$ cat config.mk
export PLATFORM = sky130hd
export DESIGN_NAME = load_store_unit
export DESIGN_NICKNAME = d
export VERILOG_FILES = /design/src/rtl/lsu_pkg.sv /design/src/rtl/lsu_load_extend.sv /design/src/rtl/load_store_unit.sv
export SDC_FILE = /design/constraint.sdc
export NUM_CORES = 1
export LEC_CHECK = 0
export BUFFER_PORTS_ARGS = -buffer_cell sky130_fd_sc_hd__buf_4
export CORE_ASPECT_RATIO = 0.9
export CORE_MARGIN = 4
export CORE_UTILIZATION = 52
export CTS_CLUSTER_DIAMETER = 200
export DETAILED_ROUTE_END_ITERATION = 12
export PLACE_DENSITY = 0.8
export SYNTH_ARGS = -nofsm -noshare
export SYNTH_HDL_FRONTEND = slang
export SYNTH_SLANG_ARGS = --single-unit
$ cat constraint.sdc
create_clock -name clk -period 3.1 [get_ports clk]
set_clock_uncertainty 0.2 [all_clocks]
set_input_delay 0.31 -clock clk [delete_from_list [all_inputs] [get_ports clk]]
set_output_delay 0.31 -clock clk [all_outputs]
set_load 0.02 [all_outputs]
$ cat src/rtl/lsu_pkg.sv
// lsu_pkg: shared FSM states, RV32I width codes and byte-count helper for the load/store unit
package lsu_pkg;
  typedef enum logic [2:0] {IDLE, ST_BYTE, LD_ISSUE, LD_CAP, DONE} state_t;
  localparam logic [2:0] F3_B  = 3'b000;
  localparam logic [2:0] F3_H  = 3'b001;
  localparam logic [2:0] F3_W  = 3'b010;
  localparam logic [2:0] F3_BU = 3'b100;
  localparam logic [2:0] F3_HU = 3'b101;
  function automatic logic [2:0] byte_count(input logic [2:0] funct3);
    return funct3[1] ? 3'd4 : funct3[0] ? 3'd2 : 3'd1;
  endfunction
endpackage

$ cat src/rtl/lsu_load_extend.sv
// lsu_load_extend: sign/zero extension of an assembled load value by its width code
module lsu_load_extend
  import lsu_pkg::*;
(
  input  logic [31:0] raw32,
  input  logic [2:0]  funct3,
  output logic [31:0] ext32
);
  // pick the extension for byte/half loads; words pass through
  always_comb
    ext32 = funct3 == F3_B  ? {{24{raw32[7]}}, raw32[7:0]} :
            funct3 == F3_H  ? {{16{raw32[15]}}, raw32[15:0]} :
            funct3 == F3_BU ? {24'b0, raw32[7:0]} :
            funct3 == F3_HU ? {16'b0, raw32[15:0]} : raw32;
endmodule

$ cat src/rtl/load_store_unit.sv
// load_store_unit: splits RV32I loads/stores into byte accesses on a byte-wide data memory
module load_store_unit
  import lsu_pkg::*;
#(
  parameter logic [2:0] BYTE_FUNCT3 = 3'b000
) (
  input  logic        clk,
  input  logic        reset,
  input  logic        req_valid,
  output logic        req_ready,
  input  logic        req_we,
  input  logic [2:0]  req_funct3,
  input  logic [31:0] req_addr,
  input  logic [31:0] req_wdata,
  output logic        resp_valid,
  output logic [31:0] resp_rdata,
  output logic        resp_err,
  output logic [31:0] mem_addr,
  output logic [31:0] mem_wdata,
  output logic        mem_write,
  output logic        mem_read,
  output logic [2:0]  mem_funct3,
  input  logic [31:0] mem_rdata
);
  state_t state, state_next;
  logic [31:0] addr, wdata, asm, asm_next, ext;
  logic [2:0]  funct3, n;
  logic [1:0]  k;
  logic        we, err, last, req_bad, unused_rdata;
  assign req_bad = req_funct3[1:0] == 2'b11 || req_funct3 == 3'b110 || (req_we && req_funct3[2]) ||
                   (req_funct3[1:0] == 2'b01 && req_addr[0]) ||
                   (req_funct3[1:0] == 2'b10 && req_addr[1:0] != 2'b00);
  assign n            = byte_count(funct3);
  assign last         = {1'b0, k} == n - 3'd1;
  assign req_ready    = state == IDLE;
  assign resp_valid   = state == DONE;
  assign resp_err     = resp_valid && err;
  assign mem_write    = state == ST_BYTE && we;
  assign mem_read     = state == LD_ISSUE && !we;
  assign mem_addr     = (state == ST_BYTE || state == LD_ISSUE) ? addr + {30'b0, k} : '0;
  assign mem_wdata    = state == ST_BYTE ? {24'b0, wdata[{k, 3'b000} +: 8]} : '0;
  assign mem_funct3   = BYTE_FUNCT3;
  assign unused_rdata = ^mem_rdata[31:8];
  lsu_load_extend u_extend (
    .raw32  (asm_next),
    .funct3 (funct3),
    .ext32  (ext)
  );
  // merge the byte arriving from memory into its little-endian lane
  always_comb begin
    asm_next = asm;
    asm_next[{k, 3'b000} +: 8] = mem_rdata[7:0];
  end
  // state register
  always_ff @(posedge clk) begin
    if (reset) state <= IDLE;
    else state <= state_next;
  end
  // next-state: bad requests skip straight to DONE, others walk bytes 0..n-1
  always_comb begin
    state_next = state;
    case (state)
      IDLE:     if (req_valid) state_next = req_bad ? DONE : req_we ? ST_BYTE : LD_ISSUE;
      ST_BYTE:  state_next = last ? DONE : ST_BYTE;
      LD_ISSUE: state_next = LD_CAP;
      LD_CAP:   state_next = last ? DONE : LD_ISSUE;
      DONE:     state_next = IDLE;
      default:  state_next = IDLE;
    endcase
  end
  // latch the request, step the byte index and assemble/publish load data
  always_ff @(posedge clk) begin
    if (reset) begin
      addr <= '0;
      wdata <= '0;
      we <= 1'b0;
      funct3 <= '0;
      k <= '0;
      err <= 1'b0;
      asm <= '0;
      resp_rdata <= '0;
    end else begin
      if (req_valid && req_ready) begin
        addr <= req_addr;
        wdata <= req_wdata;
        we <= req_we;
        funct3 <= req_funct3;
        k <= '0;
        err <= req_bad;
        asm <= '0;
      end
      if (state == ST_BYTE && !last) k <= k + 2'd1;
      if (state == LD_CAP) begin
        asm <= asm_next;
        if (last) resp_rdata <= ext;
        else k <= k + 2'd1;
      end
    end
  end
endmodule

==> results.toml <==
[run_status]
outcome = "finished, final reports clean"

[grt]
grt_use_total = 0.282
grt_pass1_wl_mm = 34.9
grt_pass1_vias = 7024
use_met2 = 0.454
busiest_layer = "met2"
met3_usage = 0.0749
grt_max_degree = 73
use_met1 = 0.345
grt_overflow_total = 0
antenna_found_initial = 0

[timing]
slew_headroom = 0.466
slew_violations = 0
fin_hold_ws_ns = 0.0353
finalCritPeriodShare = 0.988
worst_slack_ns = 0.0381
finalHoldViolations = 0
fmax_mhz = 327
worst_pin_slew_ns = 0.801
setup_viol = 0
rsz0062_at_grt = "yes"
fin_crit_ns = 3.06

[run]
maxCapViolCount = 0

[die]
io-pin-count = 207
rows = 39
die_x_um = 130
die-area_mm2 = 0.0152
die_h_um = 117
initial_core_util = 0.537
coreArea_mm2 = 0.0129

[worst_setup_path]
worst_path_max_delay_cell = "or4_1"
crit_cells = 6
cp_top_family = "simple AND/OR/NAND/NOR gates"
cpMostUsedCell = "buf_6"
crit_path_max_fanout = 14
crit_required_ns = 2.59
worstSetupEndpointType = "output pin"
cp_cell_sequence = "nand3_4 -> or4_1 -> buf_6 -> or4_4 -> a21oi_4 -> buf_6"
max_stage_delay_ns = 0.56
worstPathBufferInverterCount = 2
timing_worst_setup_path_type = "reg -> out"
ff2ff_path_depth = 8
cp.arrival_ns = 2.55
cp-start-kind = "flip-flop"

[pwr]
power-per-cell-area_mw_per_mm2 = 527
power.total_uw = 5110
comb_power_share = 0.195
seqPwrFrac = 0.388
peakVddDrop_v = 0.000505
power_leakage_uw = 0.00373
switching_share = 0.291
p_switching_uw = 1490
p_int_uw = 3620
p_clk_frac = 0.418

[cells_and_area]
syn_to_final_growth_pct = 40.1
final_util = 0.753
diodes = 0
drive_above_1_share = 0.235
regArea_mm2 = 0.00277
fill_cells = 891
nNetsFinal = 1208
layoutNonFillerInstCount = 1273
multiInputGateArea_mm2 = 0.00382

[yosys]
ys_types = 55
synth_seq_cells = 138
ys.flop_type = "dfxtp_1"
syn_inst = 886
synthArstFlopShare = 0
syn_area_mm2 = 0.00692
synth_warnings = 0
syn_area_per_cell_um2 = 7.81
synth_edf_count = 0
seq_area_frac_synth = 0.399

[clocking]
clock_latency_ns = 0.42
cts_buffer_depth = 2
cts_max_level = 4
tritoncts = "yes"
cts-root-buf = "clkbuf_16"
cts.clk_slew.worst_paths_ns = 0.06
cts-buffers-inserted = 17
clock_sinks = 138

[route]
final_antenna_net_count = 0
drt_iter0_markers = 719
totalWireLength_mm = 21.7
vias_per_cell = 5.75
wl_per_cell_um = 17.1
routed-via-count = 7322
dr.pass1.iters = 5
route.detailed.drc = 0

[place]
place.detailed.hpwl_mm = 12.8
io_buffers = 155
dp.cells = 1160
dp_slack_ns = 0.0684
place_congestion = 0.870

[min_path]
min_path_cells = 3
hold_path_class = "in -> reg"
-- stage by stage --
step	instance area [um2]	TNS, ns
after floorplan	7020	0
after global placement	8120	0
after detailed placement	8120	0
after CTS	9570	0
after global routing	9700	-0.109
final	9700	0
-- cells in the mapped netlist, drive strengths merged, types with 10 or more instances --
master | number | area share
xnor2 | 10 | 0.013
a211oi | 26 | 0.029
or3 | 10 | 0.0090
nand3 | 29 | 0.022
clkbuf | 54 | 0.029
nor2 | 34 | 0.018
nor3 | 22 | 0.016
nand2 | 191 | 0.10
a22oi | 17 | 0.018
a21oi | 138 | 0.10
a22o | 24 | 0.030
buf | 44 | 0.042
inv | 27 | 0.015
dfxtp | 138 | 0.40
-- path summary, 6_finish.rpt --
kind	startpoint	slack [ns]	endpoint
worst min register to register	wdata[6]$_SDFFE_PP0P_	0.25	wdata[6]$_SDFFE_PP0P_
worst max register to register	k[0]$_SDFF_PP0_	0.35	resp_rdata[25]$_SDFFE_PP0N_
worst max-delay path	addr[5]$_SDFFE_PP0P_	0.04	mem_addr[25]
worst min-delay path	mem_rdata[3]	0.04	asm[27]$_SDFFE_PP0P_
-- metal layers --
layer | vias up | wire, um
li1 | 3477 | -
met1 | 3414 | 8470
met2 | 356 | 10600
met3 | 75 | 1810
met4 | 0 | 827
met5 | - | 0
-- tightest hold or removal path: cells and delay by family --
| kind | cells | cell delay, ns |
|---|---|---|
| compound gates | 1 | 0.08 |
| buf+inv | 1 | 0.15 |
| simple gates | 1 | 0.08 |
-- kinds of logic after synthesis --
family / after synthesis / synth area share
multiplexers: 10 / 0.0289
AND/OR/NAND/NOR: 347 / 0.234
XOR/XNOR: 15 / 0.0190
flip-flops: 138 / 0.399
adder cells (fa/ha/maj): 9 / 0.0174
AO/OA/AOI/OAI: 241 / 0.215
other: 1 / 0.000542
buffers and inverters: 125 / 0.0857
-- registers in the layout (all words and copies together), names as in the netlist --
name / flops
we: 1
k: 2
funct3: 3
err: 1
asm: 32
resp_rdata: 32
state: 3
addr: 32
wdata: 32
-- cell usage in the layout, fill, tap and decap left out, types with 5 or more instances in the layout --
master,instances
xor2_1,5
nor2_1,34
or3_1,8
xnor2_1,10
o31ai_1,5
clkbuf_16,17
ha_1,6
inv_1,27
a22oi_1,17
conb_1,27
o22ai_1,8
buf_4,182
dlygate4sd3_1,74
a21oi_2,7
dfxtp_1,133
nand3_1,26
nand4_1,7
and2_1,6
buf_6,5
mux4_2,8
a22o_1,24
dfxtp_2,5
a21oi_1,130
or4_1,5
nor3_1,22
nor2b_1,9
a211oi_1,25
o21ai_1,8
nand2_1,190
or4_4,5
-- timing repair --
item,CTS,global route
buffers inserted,4,2
setup endpoints to repair,11,16
pin swaps,8,4
hold buffers,74,0
gates cloned,1,0
hold endpoints to repair,78,0
resized for setup,15,22
-- final cells by class --
type                    count  share of cell area
multi-input cells         650               0.394
flip-flops and latches    138               0.286
repair buffers            262               0.225
clock buffers              20              0.0461
well taps                 164              0.0212
clock inverters            12              0.0178
inverters                  27              0.0105
-- power by group through the flow --
stage	clock, uW	sequential (uW)	combinational [uW]
after global placement	0	2000	874
after floorplan	0	1980	622
after global routing	2220	2000	1080
final	2140	1980	996
after CTS	2150	1970	961
after detailed placement	0	2010	878
Note: power is estimated with default switching activity, not from simulation.
